File: src/rtl/led_seq_pkg.sv
// Shared constants for the LED sequencer: FSM encodings, switch bit positions,
// and the default prescaler periods.
package led_seq_pkg;

    localparam logic [1:0] ST_ROT  = 2'd0;
    localparam logic [1:0] ST_UP   = 2'd1;
    localparam logic [1:0] ST_DOWN = 2'd2;

    localparam int SW_RUN    = 0;
    localparam int SW_SPD_LO = 1;
    localparam int SW_SPD_HI = 2;
    localparam int SW_MODE   = 3;

    localparam int COUNT_SEL0_DEF = 2**23;
    localparam int COUNT_SEL1_DEF = 2**24;
    localparam int COUNT_SEL2_DEF = 2**25;
    localparam int COUNT_SEL3_DEF = 2**26;

endpackage

File: src/rtl/led_seq_controller_tick_gen.sv
// Prescaler producing a one-cycle tick every COUNT_SELn enabled clocks,
// restarting whenever the speed code changes.
module tick_gen
    import led_seq_pkg::*;
#(
    parameter int NB_COUNT   = 32,
    parameter int COUNT_SEL0 = COUNT_SEL0_DEF,
    parameter int COUNT_SEL1 = COUNT_SEL1_DEF,
    parameter int COUNT_SEL2 = COUNT_SEL2_DEF,
    parameter int COUNT_SEL3 = COUNT_SEL3_DEF
) (
    input  logic       clock,
    input  logic       i_reset,
    input  logic       i_enable,
    input  logic [1:0] i_speed,
    output logic       o_tick
);

    localparam logic [NB_COUNT-1:0] LIM0 = NB_COUNT'(COUNT_SEL0 - 1);
    localparam logic [NB_COUNT-1:0] LIM1 = NB_COUNT'(COUNT_SEL1 - 1);
    localparam logic [NB_COUNT-1:0] LIM2 = NB_COUNT'(COUNT_SEL2 - 1);
    localparam logic [NB_COUNT-1:0] LIM3 = NB_COUNT'(COUNT_SEL3 - 1);

    logic [NB_COUNT-1:0] r_count;
    logic [1:0]          r_speed_prev;
    logic [NB_COUNT-1:0] w_limit;
    logic                w_speed_chg;
    logic                w_at_limit;

    always_comb begin
        w_limit = LIM0;
        case (i_speed)
            2'd0:    w_limit = LIM0;
            2'd1:    w_limit = LIM1;
            2'd2:    w_limit = LIM2;
            default: w_limit = LIM3;
        endcase
    end

    assign w_speed_chg = (i_speed != r_speed_prev);
    assign w_at_limit  = (r_count == w_limit);
    // Tick is decoded straight from the counter so it lands in the terminal cycle.
    assign o_tick      = i_enable & w_at_limit & ~w_speed_chg & ~i_reset;

    always_ff @(posedge clock) begin
        if (i_reset) begin
            r_count      <= '0;
            r_speed_prev <= i_speed;
        end else begin
            r_speed_prev <= i_speed;
            if (w_speed_chg) begin
                r_count <= '0;
            end else if (i_enable) begin
                r_count <= w_at_limit ? '0 : r_count + NB_COUNT'(1);
            end
        end
    end

endmodule

File: src/rtl/led_seq_controller.sv
// LED sequencer top: rotate/bounce one-hot pattern plus a blink pattern,
// both stepped by the prescaler tick.
module led_seq_controller
    import led_seq_pkg::*;
#(
    parameter int NB_LED     = 4,
    parameter int NB_COUNT   = 32,
    parameter int COUNT_SEL0 = COUNT_SEL0_DEF,
    parameter int COUNT_SEL1 = COUNT_SEL1_DEF,
    parameter int COUNT_SEL2 = COUNT_SEL2_DEF,
    parameter int COUNT_SEL3 = COUNT_SEL3_DEF
) (
    input  logic              clock,
    input  logic              i_reset,
    input  logic [3:0]        i_sw,
    output logic [NB_LED-1:0] o_led_shiftreg,
    output logic [NB_LED-1:0] o_led_flash,
    output logic              o_tick,
    output logic [1:0]        o_state
);

    logic [1:0]        r_state;
    logic [1:0]        w_state_next;
    logic [NB_LED-1:0] r_shift;
    logic [NB_LED-1:0] w_shift_next;
    logic [NB_LED-1:0] r_flash;
    logic [NB_LED-1:0] w_rot_l;
    logic [NB_LED-1:0] w_shl;
    logic [NB_LED-1:0] w_shr;
    logic              w_tick;
    logic              w_mode;

    tick_gen #(
        .NB_COUNT  (NB_COUNT),
        .COUNT_SEL0(COUNT_SEL0),
        .COUNT_SEL1(COUNT_SEL1),
        .COUNT_SEL2(COUNT_SEL2),
        .COUNT_SEL3(COUNT_SEL3)
    ) u_tick_gen (
        .clock   (clock),
        .i_reset (i_reset),
        .i_enable(i_sw[SW_RUN]),
        .i_speed (i_sw[SW_SPD_HI:SW_SPD_LO]),
        .o_tick  (w_tick)
    );

    assign w_mode  = i_sw[SW_MODE];
    assign w_rot_l = {r_shift[NB_LED-2:0], r_shift[NB_LED-1]};
    assign w_shl   = {r_shift[NB_LED-2:0], 1'b0};
    assign w_shr   = {1'b0, r_shift[NB_LED-1:1]};

    // The step always follows the current state; a mode change wins the next-state choice.
    always_comb begin
        w_state_next = r_state;
        w_shift_next = r_shift;
        case (r_state)
            ST_ROT: begin
                if (w_tick) w_shift_next = w_rot_l;
                if (w_mode) w_state_next = ST_UP;
            end
            ST_UP: begin
                if (w_tick) begin
                    if (r_shift[NB_LED-1]) begin
                        w_shift_next = w_shr;
                        w_state_next = ST_DOWN;
                    end else begin
                        w_shift_next = w_shl;
                    end
                end
                if (!w_mode) w_state_next = ST_ROT;
            end
            ST_DOWN: begin
                if (w_tick) begin
                    if (r_shift[0]) begin
                        w_shift_next = w_shl;
                        w_state_next = ST_UP;
                    end else begin
                        w_shift_next = w_shr;
                    end
                end
                if (!w_mode) w_state_next = ST_ROT;
            end
            default: begin
                if (w_tick) w_shift_next = w_rot_l;
                w_state_next = ST_ROT;
            end
        endcase
    end

    always_ff @(posedge clock) begin
        if (i_reset) begin
            r_state <= ST_ROT;
            r_shift <= NB_LED'(1);
            r_flash <= '0;
        end else begin
            r_state <= w_state_next;
            r_shift <= w_shift_next;
            if (w_tick) r_flash <= ~r_flash;
        end
    end

    assign o_led_shiftreg = r_shift;
    assign o_led_flash    = r_flash;
    assign o_tick         = w_tick;
    assign o_state        = r_state;

endmodule
File: config.mk
export PLATFORM = sky130hd
export DESIGN_NAME = led_seq_controller
export DESIGN_NICKNAME = d
export VERILOG_FILES = /design/src/rtl/led_seq_pkg.sv /design/src/rtl/led_seq_controller_tick_gen.sv /design/src/rtl/led_seq_controller.sv
export SDC_FILE = /design/constraint.sdc
export NUM_CORES = 1
export LEC_CHECK = 0
export BUFFER_PORTS_ARGS = -buffer_cell sky130_fd_sc_hd__buf_2
export CORE_MARGIN = 1.5
export CORE_UTILIZATION = 59
export DETAILED_ROUTE_END_ITERATION = 8
export HOLD_SLACK_MARGIN = 0.08
export PLACE_DENSITY_LB_ADDON = 0.12
export SKIP_CTS_REPAIR_TIMING = 1
export SYNTH_ARGS = -nofsm -noshare
export SYNTH_HDL_FRONTEND = slang
export SYNTH_SLANG_ARGS = --single-unit
File: constraint.sdc
create_clock -name clock -period 2 [get_ports clock]
set_input_delay 0.3 -clock clock [delete_from_list [all_inputs] [get_ports clock]]
set_output_delay 0.3 -clock clock [all_outputs]
set_load 0.005 [all_outputs]
* After elaboration in Yosys (flattened, before gate mapping)
Index checks and enable logic that the tools add are counted.
** Storage, ports and cells
- Register bits :: 44
- Input bits :: 6
- Logic and storage cells :: 43
** Cells by class
- Add/subtract/negate cells :: 1
- Eq/ne operators :: 11
- Muxes and demuxes :: 16
- Bitwise gates (word level) :: 6
- Reductions and logical operators :: 4
** Operators with widths (number)
- one-hot mux 26 bit (3 select lines) :: 1
- adder 32 x 1 -> 32 bit, second input constant :: 1
- equality test 32 x 26 -> 1 bit :: 1
- 2-to-1 mux 32 bit :: 1
- 2-to-1 mux 4 bit :: 5
- 2-to-1 mux 2 bit :: 7
- inequality test 3 bit, second input constant :: 4
- one-hot mux 4 bit (2 select lines) :: 1
- one-hot mux 2 bit (3 select lines) :: 1
- AND reduction 5 bit :: 1
- equality test 2 x 1 -> 1 bit, second input constant :: 2
- equality test 2 bit, second input constant :: 2
- logical NOT 2 bit :: 2
- inverter 4 bit :: 1
- AND 1 bit :: 3
- inequality test 2 bit :: 1
- inequality test 2 bit, second input constant :: 1
- inverter 1 bit :: 2
- OR reduction 2 bit :: 1

* Depth between registers and ports, before layout
- Depth after elaboration :: 9
- Gate-level depth with buffers :: 7

* Cells and area by module
A second synthesis with hierarchy kept.
** Second synthesis, totals
- Cell total of the unflattened synthesis :: 271
- Area, all modules :: 2418.6 µm²
** By module, submodules not included
- tick_gen :: times used 1, cells an instance 205, area an instance 1828.0 µm², seq. area each 680.7 µm²
- led_seq_controller :: times used 1, cells an instance 66, area an instance 590.6 µm², seq. area each 200.2 µm²

* Worst setup path after synthesis
No wires, ideal clock.
- Kind :: register -> output
- From :: reg u_tick_gen.r_count[13]
- To :: out o_tick
- Arrival :: 1.613 ns
- Required time :: 1.700 ns
- Slack :: 0.087 ns
- Stages on the path, launching flop included :: 6
- Buffers on the path :: 1
- Cell sequence :: dfxtp_1 > nand4_2 > or4_4 > buf_6 > nor3_1 > and4_1
** On the way
- Cells in the longest elaborated chain, start to end :: 4
** Ends and longest elaborated chain
- start: declaration :: RTL line led_seq_controller_tick_gen.sv:24 : logic [NB_COUNT-1:0] r_count;
- start signal: assignment :: RTL line led_seq_controller_tick_gen.sv:54 : r_count <= w_at_limit ? '0 : r_count + NB_COUNT'(1);
- equality test 32 x 26 -> 1 bit :: RTL line led_seq_controller_tick_gen.sv:41 : assign w_at_limit = (r_count == w_limit);
- AND 1 bit (3 in a row) :: RTL line led_seq_controller_tick_gen.sv:43 : assign o_tick = i_enable & w_at_limit & ~w_speed_chg & ~i_reset;
- end: declaration :: RTL line led_seq_controller.sv:18 : output logic o_tick,
Every way passes these cells.

* Final worst setup path
- From :: reg u_tick_gen.r_count[8]
- To :: out o_tick
The elaborated chain is that of the path after synthesis.

==> metrics.md <==
| Metric | Value |
|---|---|
| Outcome | complete, but fails checks |
| Violated checks | negative setup slack |
| Worst reg2reg path depth | 7 |
| Fraction of the yosys area taken by sequential cells | 39.26% |
| Critical path arrival | 1.78 ns |
| Overall power after layout | 1.916 mW |
| Synth Net Count | 274 |
| Starting density of the core | 61.28% |
| Final setup vio count | 3 |
| Clock transition at the registers of the reported paths | 0.08 ns |
| Crit Reg-Reg Startpoint | u_tick_gen.r_count[8] |
| Die outline width | 64.67 microns |
| Fin cells | 349 |
| Detailed-route wire length | 4411 microns |
| Worst Path Required | 1.70 ns |
| Met1 global-route usage | 30.54% |
| Setup slack after layout | -0.08340 ns |
| Vias/cell | 5.410 |
| Met3 Track Usage GR | 4.167% |
| Total DRC errors in the routed layout | 0 |
| Hold WC Path Type | in2reg |
| Startpoint class of the critical path | register |
| Die boundary height | 64.67 microns |
| Classification of the worst setup path | reg2out |
| Busiest metal layer after global routing | met2 |
| Final design area excluding fillers | 0.002713 sq mm |
| Average wire per cell in the routed design | 12.64 microns |
| I/O Buffers | 16 |
| F_max | 480.0 MHz |
| MaxCap Viol Count | 0 |
| Remaining number of nets flagged by the antenna check after routing | 0 |
| Vias | 1,888 |
| CTS tree | done |
| Clock period minus worst slack | 2.083 ns |
| Post-synthesis instance total | 263 |
| Root cell of the clock tree | sky130_fd_sc_hd__clkbuf_8 |
| Number of clock buffers inserted by TritonCTS | 5 |
| Area of the core | 0.003661 sq mm |
| Total power density per cell area | 706.5 mW/mm^2 |
| Die area | 0.004182 sq mm |
| Crit path capture type | output pin |
| Maximum number of pins on one net before global-route repair | 21 |
| Cell area after technology mapping | 0.002243 sq mm |
| Launch point of the worst path | u_tick_gen.r_count[8] |
| Unrepaired setup endpoints after global routing | true |
| Number of DRC violations after detailed-routing iteration 0 | 84 |
| Estimated wirelength of the detail-placed design | 3146 microns |
| Max Buffers Root-to-Sink | 2 |
| Measured slew at the worst slew-check pin | 0.4056 ns |
| Synthesized flop and latch total | 44 |
| Endpoints failing hold | 0 |
| Number of warnings reported in the yosys synthesis log | 0 |
| Instance count after placement with tap cells included | 338 |
| Number of top-level pins | 17 |
| Number of slew-limit violations in the final report | 0 |
| Peak supply drop | 0.5213 mV |
| Aggregate negative setup slack | -0.1073 ns |
| Clock latency of the later-clocked register in the worst-skew pair | 0.28 ns |
| Layout fillers | 298 |
| Final estimated routing congestion in global placement | 0.8253 |
| Number of antenna violations at the first check in global routing | 0 |
| Unique masters post-synth | 42 |
| Num Clock Sinks | 44 |
| First-pass GRT wire length | 7231 microns |
| Static Leak | 0.9599 nW |
| Area added between synthesis and finish | 20.91% |
| Final worst hold slack | 0.1993 ns |
| Final #Nets | 311 |
| Worst R2R End | u_tick_gen.r_count[30] |
| Final critical-path share of the clock period | 104.2% |
| Post-synthesis average cell area | 8.530 sq um |
| Slack of the worst reg-to-reg path | -0.01 ns |
| Worst-path maximum fanout | 3 |
| H-tree depth reported by CTS | 2 |
| Global Route Usage Sum | 22.08% |
| Number of antenna repair diodes | 0 |
| Post-Place Cell Area | 0.002514 sq mm |
| First-pass detailed-route iteration total | 4 |
| Std cell rows | 22 |
| Critical path endpoint | o_tick |
| Clock Skew | 0.004462 ns |
| Total congestion overflow | 0 |
| Share of layout cells above drive strength 1 | 25.91% |
| Met2 GRT Util | 35.29% |
| Vias in the first global route | 1,642 |
| Worst slew margin | 72.71% |
-- sequential cells by signal, indices dropped and copies added, names as in the netlist --
name,flops
o_led_flash,4
o_led_shiftreg,4
o_state,2
u_tick_gen.r_count,32
u_tick_gen.r_speed_prev,2
-- synthesized netlist by cell type, drive strengths merged --
cell / instances / share of area (%)
clkbuf: 6 / 1.0
nor3: 14 / 3.1
nand3: 10 / 2.2
o31ai: 1 / 0.33
xnor2: 26 / 10
or3: 7 / 2.0
a21bo: 1 / 0.45
nor3b: 2 / 0.67
nand4b: 1 / 0.39
o311ai: 2 / 0.78
o211ai: 1 / 0.33
dfxtp: 44 / 39
xor2: 9 / 3.5
or2: 3 / 0.84
o21ai: 13 / 2.9
or4: 2 / 0.84
nor2b: 2 / 0.56
and4: 3 / 1.2
o21bai: 2 / 0.67
a21boi: 1 / 0.33
a32oi: 1 / 0.39
and2: 1 / 0.28
nand2b: 1 / 0.28
a21oi: 7 / 1.6
and3: 2 / 0.56
mux2i: 2 / 0.89
nand4: 9 / 3.1
nor4b: 1 / 0.39
nor2: 38 / 6.7
buf: 6 / 1.6
nand2: 19 / 3.2
inv: 11 / 1.8
ha: 5 / 2.8
nor4: 10 / 5.0
-- placed cells by master (no fill, tap or decap), types with 4 or more instances in the layout --
| cell | instances |
|---|---|
| sky130_fd_sc_hd__a21oi_1 | 7 |
| sky130_fd_sc_hd__buf_2 | 16 |
| sky130_fd_sc_hd__buf_4 | 24 |
| sky130_fd_sc_hd__clkbuf_8 | 7 |
| sky130_fd_sc_hd__dfxtp_1 | 38 |
| sky130_fd_sc_hd__dfxtp_2 | 6 |
| sky130_fd_sc_hd__ha_1 | 4 |
| sky130_fd_sc_hd__inv_1 | 11 |
| sky130_fd_sc_hd__nand2_1 | 19 |
| sky130_fd_sc_hd__nand3_1 | 10 |
| sky130_fd_sc_hd__nand4_1 | 7 |
| sky130_fd_sc_hd__nor2_1 | 35 |
| sky130_fd_sc_hd__nor3_1 | 12 |
| sky130_fd_sc_hd__nor4_1 | 4 |
| sky130_fd_sc_hd__o21ai_0 | 12 |
| sky130_fd_sc_hd__or3_1 | 7 |
| sky130_fd_sc_hd__xnor2_1 | 26 |
| sky130_fd_sc_hd__xor2_1 | 9 |
-- cell families (layout without fill, tap and decap cells) --
family	after synthesis	count (layout)	synth area share [%]
buffers and inverters	23	61	4.462
multiplexers	2	2	0.8924
AO/OA/AOI/OAI	29	29	7.753
AND/OR/NAND/NOR	125	125	31.18
adder cells (fa/ha/maj)	5	5	2.789
flip-flops	44	44	39.26
XOR/XNOR	35	35	13.66
-- area by class of cell --
class,instances,area (sq um),area share [%]
Tap cell,48,60.06,2.214
Timing Repair Buffer,42,291.5,10.75
Clock inverter,1,30.03,1.107
Inverter,11,41.29,1.522
Multi-Input combinational cell,196,1305,48.11
Clock buffer,7,96.34,3.552
Sequential cell,44,888.4,32.75
-- metrics by stage --
step	util, %	worst slack, ns
floorplan	-	0.08661
global placement	68.66	0.03572
detailed placement	68.66	0.01469
CTS	72.11	-0.3053
global route	74.09	-0.1783
finish	74.09	-0.08340
-- where the power goes --
group          switching (mW)  internal [mW]  total [mW]
Combinational           0.150          0.135       0.286
Clock                   0.280          0.441       0.720
Sequential             0.0197          0.891       0.910
-- worst min path at each step --
| stage | start | to | slack, ns | cells past startpoint |
|---|---|---|---|---|
| after global placement | o_led_flash[1] | o_led_flash[1] | 0.47 | 2 |
| final | i_sw[2] | u_tick_gen.r_speed_prev[1] | 0.20 | 1 |
| after global routing | i_sw[1] | u_tick_gen.r_speed_prev[0] | 0.19 | 1 |
| after detailed placement | o_led_flash[1] | o_led_flash[1] | 0.47 | 2 |
| after CTS | i_sw[2] | u_tick_gen.r_speed_prev[1] | 0.19 | 1 |
| after floorplan | i_sw[1] | u_tick_gen.r_speed_prev[0] | 0.33 | 0 |
-- layer usage --
metal / part of all wire [%] / up-vias
met4: 0.57 / 0
met1: 49 / 880
met3: 3.4 / 2
met5: 0 / -
li1: - / 975
met2: 47 / 31
-- critical path: stages, from the launching register on --
cell	delay, ns
sky130_fd_sc_hd__dfxtp_2	0.33
sky130_fd_sc_hd__nand4_1	0.17
sky130_fd_sc_hd__or4_4	0.55
sky130_fd_sc_hd__nor3_2	0.11
sky130_fd_sc_hd__and4_1	0.22
sky130_fd_sc_hd__buf_2	0.12
(Power assumes the default switching activity.)
